**config.mk**
```make
export PLATFORM = sky130hd
export DESIGN_NAME = led_status_ctrl
export DESIGN_NICKNAME = d
export VERILOG_FILES = /design/src/rtl/led_status_ctrl.sv
export SDC_FILE = /design/constraint.sdc
export NUM_CORES = 1
export LEC_CHECK = 0
export BUFFER_PORTS_ARGS = -buffer_cell sky130_fd_sc_hd__buf_2
export CAP_MARGIN = 20
export CORE_UTILIZATION = 53
export DETAILED_ROUTE_END_ITERATION = 10
export PLACE_DENSITY = 0.81
export SLEW_MARGIN = 20
export SYNTH_ARGS = -nofsm -noshare
export SYNTH_HDL_FRONTEND = slang
export SYNTH_SLANG_ARGS = --single-unit
export TNS_END_PERCENT = 5
```
**constraint.sdc**
```tcl
create_clock -name Clk -period 1.89 [get_ports Clk]
set_input_delay 0.0945 -clock Clk [delete_from_list [all_inputs] [get_ports Clk]]
set_output_delay 0.0945 -clock Clk [all_outputs]
set_load 0.02 [all_outputs]
```
**src/rtl/led_status_ctrl.sv**
```systemverilog
// Registered LED driver for the ALU board: captures result/flags on Valid,
// accumulates sticky flags, and displays result, flags, rotate or overflow-blink.
module led_status_ctrl #(
    parameter int WIDTH     = 4,
    parameter int NFLAGS    = 4,
    parameter int BLINK_DIV = 25_000_000,
    parameter int ROT_DIV   = 50_000_000
) (
    input  logic              Clk,
    input  logic              Reset,
    input  logic [WIDTH-1:0]  FuncIn,
    input  logic [NFLAGS-1:0] FlagsIn,
    input  logic              Valid,
    input  logic              Clear,
    input  logic [1:0]        Mode,
    output logic [WIDTH-1:0]  Out,
    output logic [NFLAGS-1:0] Sticky
);

    localparam int BW = $clog2(BLINK_DIV);
    localparam int RW = $clog2(ROT_DIV);

    localparam logic [1:0] MODE_RESULT = 2'd0;
    localparam logic [1:0] MODE_FLAGS  = 2'd1;
    localparam logic [1:0] MODE_ROTATE = 2'd2;
    localparam logic [1:0] MODE_BLINK  = 2'd3;

    localparam logic [BW-1:0] BLINK_LAST = BW'(BLINK_DIV - 1);
    localparam logic [RW-1:0] ROT_LAST   = RW'(ROT_DIV - 1);

    logic [WIDTH-1:0] res_reg;
    logic [BW-1:0]    blink_cnt;
    logic             blink_ph;
    logic [RW-1:0]    rot_cnt;
    logic             rot_ph;
    logic [WIDTH-1:0] flags_ext;
    logic [WIDTH-1:0] out_next;

    always_comb begin
        flags_ext               = '0;
        flags_ext[NFLAGS-1:0]   = Sticky;
    end

    always_comb begin
        out_next = res_reg;
        case (Mode)
            MODE_RESULT: out_next = res_reg;
            MODE_FLAGS:  out_next = flags_ext;
            MODE_ROTATE: out_next = rot_ph ? flags_ext : res_reg;
            MODE_BLINK:  out_next = (Sticky[0] && blink_ph) ? '0 : res_reg;
            default:     out_next = res_reg;
        endcase
    end

    always_ff @(posedge Clk) begin
        if (Reset) begin
            res_reg   <= '0;
            Sticky    <= '0;
            Out       <= '0;
            blink_cnt <= '0;
            blink_ph  <= 1'b0;
            rot_cnt   <= '0;
            rot_ph    <= 1'b0;
        end else begin
            if (Valid)
                res_reg <= FuncIn;

            // Clear together with Valid means clear-then-capture.
            if (Clear && Valid)
                Sticky <= FlagsIn;
            else if (Clear)
                Sticky <= '0;
            else if (Valid)
                Sticky <= Sticky | FlagsIn;

            if (blink_cnt == BLINK_LAST) begin
                blink_cnt <= '0;
                blink_ph  <= ~blink_ph;
            end else begin
                blink_cnt <= blink_cnt + BW'(1);
            end

            // Outside rotate mode the timer is parked so rotation starts on the result.
            if (Mode != MODE_ROTATE) begin
                rot_cnt <= '0;
                rot_ph  <= 1'b0;
            end else if (rot_cnt == ROT_LAST) begin
                rot_cnt <= '0;
                rot_ph  <= ~rot_ph;
            end else begin
                rot_cnt <= rot_cnt + RW'(1);
            end

            Out <= out_next;
        end
    end

endmodule
```
==> metrics, run 1 <==
Max H-tree Level=3; synthesis-to-finish area growth=23.7%; final worst path period share=100%; register bit total from synthesis=65; Final Util=68.6%; commonest non-fill, non-tap cell in the layout=dfxtp_1; Max-Cap Viols=0; TNS Setup=-0.00494 ns; P_int=2.33 mW; Sw Share=21.0%; leakage power=1.25 nW; # rows=26; Starting DRT DRC Count=187; clock power share=47.8%; Comb power frac=4.6%; max reg flops=26; Setup Skew=0.00811 ns; Diodes inserted=0; biggest regs=rot_cnt x26, blink_cnt x25; Mapped Area=0.00285 sq mm; Tightest Pin Transition=0.409 ns; Reg power frac=47.7%; Min Clock Period, post-route=1.89 ns; Top cell by count, worst path=or4_1; critical path type=flip-flop to flip-flop; # setup viols final=1; Worst VDD drop=429 uV; Slew headroom=71.9%; GRT Total Usage=22.8%; CP required=2.17 ns; Die Y=75.3 microns; clk_lat worst skew=0.34 ns; Routed WL=6410 microns; CTS sink count=65; Pwr Density=836 mW/mm^2; CP startpoint kind=flip-flop; initial antenna violation count=0; Crit path largest cell delay=0.65 ns; hold path endpoint=Sticky[1]$_SDFFE_PP0P_; Hold Crit Class=input pin to flip-flop; final total power=2.95 mW; number of CTS-inserted buffers=9; die width=75.3 microns; syn nets=340; Post-CTS Setup Inserts=0; Setup crit end kind=flip-flop; Fin Hold WS=0.0144 ns; Cell variety after synth=35; Critical Path, Cell by Cell=buf_4 > nand3_1 > or4_1 > or4_1 > a21oi_1; status=complete, but fails checks; yosys warns=0; Root Driver=clkbuf_8; vias=2584; Post-synth EDFFs=0; Critical R2R Capture=blink_cnt[21]$_SDFF_PP0_; I/O Pins=22; RSZ-0062 raised after global routing=yes; largest reg by FF count=rot_cnt; final worst slack=-0.00494 ns; TritonCTS clock tree=built; worst reg2reg path startpoint=blink_cnt[1]$_SDFF_PP0_; Remaining DRCs=0; first-pass GRT wire length=9850 microns; Syn Area/Cell=8.80 sq um; Fmax=528 MHz; Post-DRT Antenna Nets=0; hpwl dp=4170 microns; Switch Pwr=0.620 mW; Clock Path Buffers=2; finished layout cell area=0.00352 sq mm; crit path DAT=2.17 ns; fin nets=387; commonest cells after routing, fill and taps aside=dfxtp_1 (61), nor2_1 (43), buf_2 (21); Crit Path Max Fanout=6; reg2reg path depth=5; asr flop ratio synth=0%; Slew Limit Fails=0; failing checks=setup timing; Buffers on Ports=21; share of cells above drive strength 1=20.7%; Die ar.=0.00568 sq mm; GPL Wtd Cong=0.844; slowest CP cell=or4_1; cells after synthesis=324; TritonRoute pass-1 iters=4; Worst R2R Setup Slack=-0.005 ns; routed len/inst=14.4 microns; largest net degree at the start of global routing=27; hold path depth=3; drt via density=5.79; sequential-to-total area share from yosys stat=45.7%; final hold vios=0; area post-placement=0.00317 sq mm; initial core utilization=55.5%; min-delay src=FlagsIn[1]; vias in the first global route=2312; core area=0.00514 sq mm; clock slew at reported path FFs=0.07 ns; remaining global-route overflow=0; Main synth FF type=dfxtp_1
-- synth_stat cells (2+ instances only) --
library cell / number / area (sq um)
xor2_1: 16 / 140
a21oi_1: 24 / 120
nor2_1: 43 / 161
clkbuf_1: 6 / 22.5
nor4b_1: 3 / 26.3
a22oi_1: 8 / 60.1
nor3_1: 5 / 25.0
o21ai_0: 13 / 65.1
xnor2_1: 9 / 78.8
or4_1: 13 / 97.6
mux2i_1: 5 / 50.1
and4_1: 7 / 61.3
and3_1: 8 / 50.1
nand3_1: 19 / 95.1
nand4_1: 13 / 81.3
o31ai_1: 10 / 75.1
buf_2: 4 / 20.0
inv_1: 5 / 18.8
dfxtp_1: 65 / 1300
or3_1: 12 / 75.1
nor4bb_1: 2 / 20.0
ha_1: 2 / 25.0
and2_1: 2 / 12.5
nand2_1: 19 / 71.3
-- worst max-delay path by stage --
stage                                  from                  endpoint  cells past startpoint
finish              blink_cnt[1]$_SDFF_PP0_  blink_cnt[21]$_SDFF_PP0_                      5
global route        blink_cnt[1]$_SDFF_PP0_  blink_cnt[20]$_SDFF_PP0_                      5
CTS                 blink_cnt[1]$_SDFF_PP0_  blink_cnt[16]$_SDFF_PP0_                      7
detailed placement  blink_cnt[0]$_SDFF_PP0_  blink_cnt[24]$_SDFF_PP0_                      5
global placement    blink_cnt[0]$_SDFF_PP0_  blink_cnt[18]$_SDFF_PP0_                      6
floorplan           blink_cnt[0]$_SDFF_PP0_  blink_cnt[24]$_SDFF_PP0_                      5
-- area by class of cell --
type / count / area, sq um
Fill cell: 397 / 1620
Clock buffer: 9 / 124
Sequential cell: 65 / 1310
Clock inverter: 7 / 119
Tap cell: 70 / 87.6
Timing Repair Buffer: 47 / 327
Multi-Input combinational cell: 243 / 1540
Inverter: 5 / 18.8
-- metal layers --
layer	track usage (%)	share of wire, %	up-vias
met1	28.2	45	1227
met5	0	0	-
met2	37.1	49	64
met3	5.03	3.8	13
met4	12.6	2.2	0
li1	-	-	1280
-- worst max-delay path, delay by kind of cell, from the launching register on --
| family | cells | cell delay, ns |
|---|---|---|
| compound gates | 1 | 0.15 |
| buf+inv | 1 | 0.12 |
| flops | 1 | 0.36 |
| simple gates | 3 | 1.20 |
-- power by group through the flow --
stage | sequential (mW) | clock, mW | combinational [mW]
global route | 1.41 | 1.49 | 0.147
detailed placement | 1.43 | 0 | 0.117
finish | 1.40 | 1.41 | 0.134
CTS | 1.40 | 1.42 | 0.128
global placement | 1.43 | 0 | 0.114
floorplan | 1.44 | 0 | 0.0532
-- through the flow --
stage / cells / worst slack, ns
3_5_place_dp: 426 / -0.0500
5_1_grt: 446 / -0.0466
3_3_place_gp: 426 / 0.0173
6_report: 446 / -0.00494
2_1_floorplan: 324 / 0.0104
4_1_cts: 446 / 0.000208
-- kinds of logic after synthesis --
kind of cell / share of synthesized area (%)
simple gates: 29.0
fa+ha+maj: 0.878
buf+inv: 2.41
flops: 45.7
compound gates: 12.6
mux: 1.76
xor+xnor: 7.68
-- what timing repair did --
action                     in CTS  in global routing
hold buffers                    4                  0
pin swaps                       2                  6
resized for setup               2                 14
hold endpoints to repair        4                  0
setup endpoints to repair      15                 18
No activity file was read; power rests on OpenSTA's default activity.
==> run 2, diff against run 1 <==
Settings changed: ABC_CLOCK_PERIOD_IN_PS set to 1890, MAX_ROUTING_LAYER set to met4.
==> metrics, run 2 (synthesis gave the netlist of run 1 again) <==
commonest cells after routing, fill and taps aside=dfxtp_1 (61), nor2_1 (43), buf_2 (21); Clock Path Buffers=2 (unchanged); fin nets=387 (unchanged); hold path depth=3 (unchanged); number of CTS-inserted buffers=9 (unchanged); Root Driver=clkbuf_8; Max-Cap Viols=0 (unchanged); Worst R2R Setup Slack=-0.0002 ns (about the same); min-delay src=FlagsIn[1]; Critical Path, Cell by Cell=ha_4 > nand2_2 > or4_4 > or4_4 > a21oi_2; Fill cells=397 (unchanged); hpwl dp=4170 microns (unchanged); Top cell by count, worst path=or4_4; clk_lat worst skew=0.33 ns (about the same); Slew headroom=70.8% (-1.2 points); Post-Place Cells=426 (unchanged); final worst path period share=100% (-0.25 points); commonest non-fill, non-tap cell in the layout=dfxtp_1; CP startpoint kind=flip-flop; Remaining DRCs=0 (unchanged); Starting DRT DRC Count=173 (-7.5%); core area=0.00514 sq mm (unchanged); # setup viols final=1 (unchanged); Fmax=529 MHz (+0.25%); Min Clock Period, post-route=1.89 ns (-0.00469 ns); # rows=26 (unchanged); critical path type=flip-flop to flip-flop; remaining global-route overflow=0 (unchanged); Fin Hold WS=0.0201 ns (+0.00564 ns); TritonCTS clock tree=built; die width=75.3 microns (unchanged); worst reg2reg path startpoint=blink_cnt[1]$_SDFF_PP0_; Slew Limit Fails=0 (unchanged); Tightest Pin Transition=0.426 ns (+0.0173 ns); initial antenna violation count=0 (unchanged); routed len/inst=14.3 microns (-0.52%); final total power=2.94 mW (about the same); Die ar.=0.00568 sq mm (unchanged); TritonRoute pass-1 iters=4 (unchanged); I/O Pins=22 (unchanged); Setup Skew=0.00894 ns (+0.000827 ns); Multi-input gate area=0.00154 sq mm (unchanged); Die Y=75.3 microns (unchanged); CTS sink count=65 (unchanged); share of cells above drive strength 1=20.7% (unchanged); Final Util=68.6% (unchanged); Buffers on Ports=21 (unchanged); Diodes inserted=0 (unchanged); Critical R2R Capture=blink_cnt[20]$_SDFF_PP0_; biggest regs=rot_cnt x26, blink_cnt x25; first-pass GRT wire length=9870 microns (+0.14%); GRT Total Usage=23.6% (+0.74 points); vias in the first global route=2312 (unchanged); failing checks=setup timing; drt via density=5.81 (+0.27%); largest reg by FF count=rot_cnt; Setup crit end kind=flip-flop; reg2reg path depth=5 (unchanged); Crit Path Max Fanout=6 (unchanged); Post-DRT Antenna Nets=0 (unchanged); Max H-tree Level=3 (unchanged); largest net degree at the start of global routing=27 (unchanged); initial core utilization=55.5% (unchanged); Crit path largest cell delay=0.59 ns (-0.06 ns); GPL Wtd Cong=0.857 (+1.6%); CP required=2.16 ns (about the same); TNS Setup=-0.000249 ns (+0.00469 ns); Worst VDD drop=429 uV (-0.11%); clock slew at reported path FFs=0.07 ns (about the same); status=complete, but fails checks; max reg flops=26 (unchanged); vias=2591 (+0.27%); RSZ-0062 raised after global routing=yes; leakage power=1.25 nW (unchanged); hold path endpoint=Sticky[1]$_SDFFE_PP0P_; Routed WL=6370 microns (-0.52%); crit path DAT=2.16 ns (about the same); final hold vios=0 (unchanged); final worst slack=-0.000249 ns (+0.00469 ns); synthesis-to-finish area growth=23.7% (unchanged); register area=0.00131 sq mm (unchanged); Pwr Density=835 mW/mm^2 (about the same); Post-CTS Setup Inserts=0 (unchanged); Hold Crit Class=input pin to flip-flop; Layout Cells excl Fill=446 (unchanged); slowest CP cell=or4_4
[run 2: cell counts in the layout (fill, tap and decap cells not counted)]
Identical to the previous run, type by type.
[run 2: power breakdown]
part / internal (mW) / switching (mW) / leakage (nW)
clock network: 0.875 / 0.530 / 0.115
logic: 0.0624 / 0.0722 / 0.603
registers: 1.39 / 0.0151 / 0.528
total: 2.33 / 0.617 / 1.25
[run 2: what timing repair did]
action,4_1_cts,5_1_grt
hold endpoints to repair,4,0
gates resized for setup,2,14
hold buffers,4,0
endpoints found under the setup margin,15,18
pin swaps,2,6
[run 2: layout make-up]
type	count	share of cell area (%)
Multi-Input combinational cell	243	43.8
Sequential cell	65	37.1
Timing Repair Buffer	47	9.27
Clock buffer	9	3.51
Clock inverter	7	3.37
Tap cell	70	2.48
Inverter	5	0.532
[run 2: metrics by stage]
step / area, sq um / worst slack (ns)
finish: 3520 / -0.000249
global route: 3520 / -0.0466
CTS: 3460 / 0.000208
detailed placement: 3170 / -0.0500
global placement: 3170 / 0.0173
floorplan: 2850 / 0.0104
[run 2: worst max path at each step]
stage                             from                  endpoint  slack [ns]  depth (start not counted)
3_5_place_dp   blink_cnt[0]$_SDFF_PP0_  blink_cnt[24]$_SDFF_PP0_       -0.05                          5
5_1_grt        blink_cnt[1]$_SDFF_PP0_  blink_cnt[20]$_SDFF_PP0_       -0.05                          5
2_1_floorplan  blink_cnt[0]$_SDFF_PP0_  blink_cnt[24]$_SDFF_PP0_        0.01                          5
3_3_place_gp   blink_cnt[0]$_SDFF_PP0_  blink_cnt[18]$_SDFF_PP0_        0.02                          6
6_report       blink_cnt[1]$_SDFF_PP0_  blink_cnt[20]$_SDFF_PP0_     -0.0002                          5
4_1_cts        blink_cnt[1]$_SDFF_PP0_  blink_cnt[16]$_SDFF_PP0_      0.0002                          7
[run 2: worst max-delay path, delay by kind of cell, from the launching register on]
kind | cells | cell delay [ns]
compound gates | 1 | 0.15
simple gates | 3 | 1.17
fa+ha+maj | 1 | 0.15
flops | 1 | 0.36
[run 2: layer usage]
layer / vias up / track usage [%] / wire, microns
li1: 1278 / - / -
met1: 1231 / 28.3 / 2900
met2: 67 / 37.1 / 3110
met3: 15 / 5.03 / 265
met4: 0 / 12.6 / 104
met5: - / - / 0
==> run 3, diff against run 2 <==
Settings changed: CORE_UTILIZATION 53 to 40, CTS_BUF_LIST set to sky130_fd_sc_hd__clkbuf_4 sky130_fd_sc_hd__clkbuf_8 sky130_fd_sc_hd__clkbuf_16, PLACE_DENSITY 0.81 to 0.65.
==> metrics, run 3 (synthesis gave the netlist of run 1 again) <==
TritonCTS clock tree=built; crit path buf inv count=1 (+1); CP startpoint kind=flip-flop; Tightest Pin Transition=0.385 ns (-0.0409 ns); Critical Path, Cell by Cell=ha_4 > nand2_2 > or4_4 > buf_6 > or3_4 > a21oi_2; CP required=2.16 ns (about the same); final total power=2.59 mW (-12%); Sw Share=21.4% (+0.47 points); final hold vios=0 (unchanged); CP Depth=6 (+1); vias in the first global route=2239 (-3.2%); reg2reg path depth=6 (+1); number of CTS-inserted buffers=9 (unchanged); Die ar.=0.00747 sq mm (+32%); commonest non-fill, non-tap cell in the layout=dfxtp_1; Worst VDD drop=314 uV (-27%); Critical R2R Capture=blink_cnt[16]$_SDFF_PP0_; drt via density=5.32 (-8.5%); Final Util=51.7% (-17 points); Root Driver=clkbuf_8; Worst R2R Setup Slack=0.06 ns (+0.06 ns); Setup crit end kind=flip-flop; Post-Place Cells=456 (+7.0%); core area=0.00683 sq mm (+33%); min-delay src=FlagsIn[3]; status=complete, no violations; clock power share=40.7% (-7.0 points); leakage power=1.25 nW (+0.53%); crit path DAT=2.11 ns (-0.05 ns); critical path type=flip-flop to flip-flop; die width=86.4 microns (+15%); Buffers on Ports=21 (unchanged); Layout Cells excl Fill=478 (+7.2%); remaining global-route overflow=0 (unchanged); GRT Total Usage=17.2% (-6.4 points); Switch Pwr=0.554 mW (-10%); commonest cells after routing, fill and taps aside=dfxtp_1 (62), nor2_1 (43), buf_4 (25); Crit path largest cell delay=0.59 ns (about the same); GPL Wtd Cong=0.826 (-3.6%); Clock Path Buffers=2 (unchanged); clk_lat worst skew=0.33 ns (about the same); biggest regs=rot_cnt x26, blink_cnt x25; Slew headroom=73.6% (+2.8 points); hold path endpoint=Sticky[3]$_SDFFE_PP0P_; first-pass GRT wire length=9850 microns (-0.21%); P_int=2.03 mW (-13%); Diodes inserted=0 (unchanged); final worst path period share=96.9% (-3.1 points); # rows=30 (+15%); TritonRoute pass-1 iters=4 (unchanged); Max-Cap Viols=0 (unchanged); largest net degree at the start of global routing=27 (unchanged); Max H-tree Level=3 (unchanged); synthesis-to-finish area growth=23.9%; share of cells above drive strength 1=20.4% (-0.33 points); I/O Pins=22 (unchanged); max reg flops=26 (unchanged); # setup viols final=0 (-1); Min Clock Period, post-route=1.83 ns (-0.0581 ns); Die Y=86.4 microns (+15%); Comb power frac=5.1% (+0.5 points); vias=2542 (-1.9%); initial core utilization=41.7% (-14 points); worst reg2reg path startpoint=blink_cnt[1]$_SDFF_PP0_; Fin Hold WS=0.0237 ns (+0.00360 ns); hpwl dp=4200 microns (+0.65%); hold path depth=3 (unchanged); Routed WL=5970 microns (-6.3%); critical path's top delay family=simple AND/OR/NAND/NOR gates; finished layout cell area=0.00353 sq mm (+0.18%); RSZ-0062 raised after global routing=yes; Slew Limit Fails=0 (unchanged); initial antenna violation count=0 (unchanged); Fmax=546 MHz (+3.2%); area post-placement=0.00324 sq mm (+2.0%); Post-DRT Antenna Nets=0 (unchanged); fin nets=395 (+2.1%); Crit Path Max Fanout=7 (+1); Hold Crit Class=input pin to flip-flop; Setup Skew=0.00661 ns (-0.00233 ns); clock slew at reported path FFs=0.07 ns (about the same); Reg power frac=54.2% (+6.5 points); Remaining DRCs=0 (unchanged); largest reg by FF count=rot_cnt; Pwr Density=733 mW/mm^2 (-12%); CTS sink count=65 (unchanged); routed len/inst=12.5 microns (-13%); slowest CP cell=or4_4; Starting DRT DRC Count=113 (-35%)
## run 3: final cells by class
| class | instances | area (sq um) |
|---|---|---|
| Fill cell | 639 | 3300 |
| Multi-Input combinational cell | 243 | 1520 |
| Sequential cell | 65 | 1310 |
| Timing Repair Buffer | 55 | 394 |
| Clock buffer | 14 | 174 |
| Tap cell | 96 | 120 |
| Inverter | 5 | 18.8 |
## run 3: layer usage
layer	track usage, %	vias up	share of wire, %
met5	-	-	0
met4	8.94	0	2.0
met3	3.14	11	3.9
met2	26.2	50	44
met1	21.7	1187	50
li1	-	1294	-
## run 3: power by group through the flow
| stage | sequential [mW] | combinational, mW | clock, mW |
|---|---|---|---|
| after global routing | 1.40 | 0.143 | 1.13 |
| after detailed placement | 1.43 | 0.116 | 0 |
| final | 1.40 | 0.132 | 1.05 |
| after global placement | 1.43 | 0.116 | 0 |
| after CTS | 1.40 | 0.129 | 1.09 |
| after floorplan | 1.44 | 0.0532 | 0 |
## run 3: per-stage QoR
stage | setup WS (ns) | setup TNS (ns)
after floorplan | 0.0104 | 0
after global placement | -0.00306 | -0.00306
after detailed placement | -0.0178 | -0.0320
after CTS | 0.00672 | 0
after global routing | -0.00830 | -0.0105
final | 0.0578 | 0
## run 3: timing repair
| action | CTS | global route |
|---|---|---|
| cloned | 0 | 0 |
| setup buffers | 0 | 1 |
| setup endpoints to repair | 3 | 22 |
| hold endpoints to repair | 7 | 0 |
| pin swaps | 1 | 5 |
| resized for setup | 1 | 11 |
| hold buffers | 7 | 0 |
## run 3: worst max path at each step
| stage | start | to | slack [ns] |
|---|---|---|---|
| after floorplan | blink_cnt[0]$_SDFF_PP0_ | blink_cnt[24]$_SDFF_PP0_ | 0.01 |
| after global placement | blink_cnt[0]$_SDFF_PP0_ | blink_cnt[24]$_SDFF_PP0_ | -0.003 |
| after global routing | blink_cnt[1]$_SDFF_PP0_ | blink_cnt[16]$_SDFF_PP0_ | -0.008 |
| final | blink_cnt[1]$_SDFF_PP0_ | blink_cnt[16]$_SDFF_PP0_ | 0.06 |
| after detailed placement | blink_cnt[0]$_SDFF_PP0_ | blink_cnt[24]$_SDFF_PP0_ | -0.02 |
| after CTS | blink_cnt[0]$_SDFF_PP0_ | blink_ph$_SDFFE_PP0N_ | 0.007 |
## run 3: worst min-delay path: stages
cell	delay, ns
buf_2	0.09
a22oi_1	0.05
nor2_1	0.08
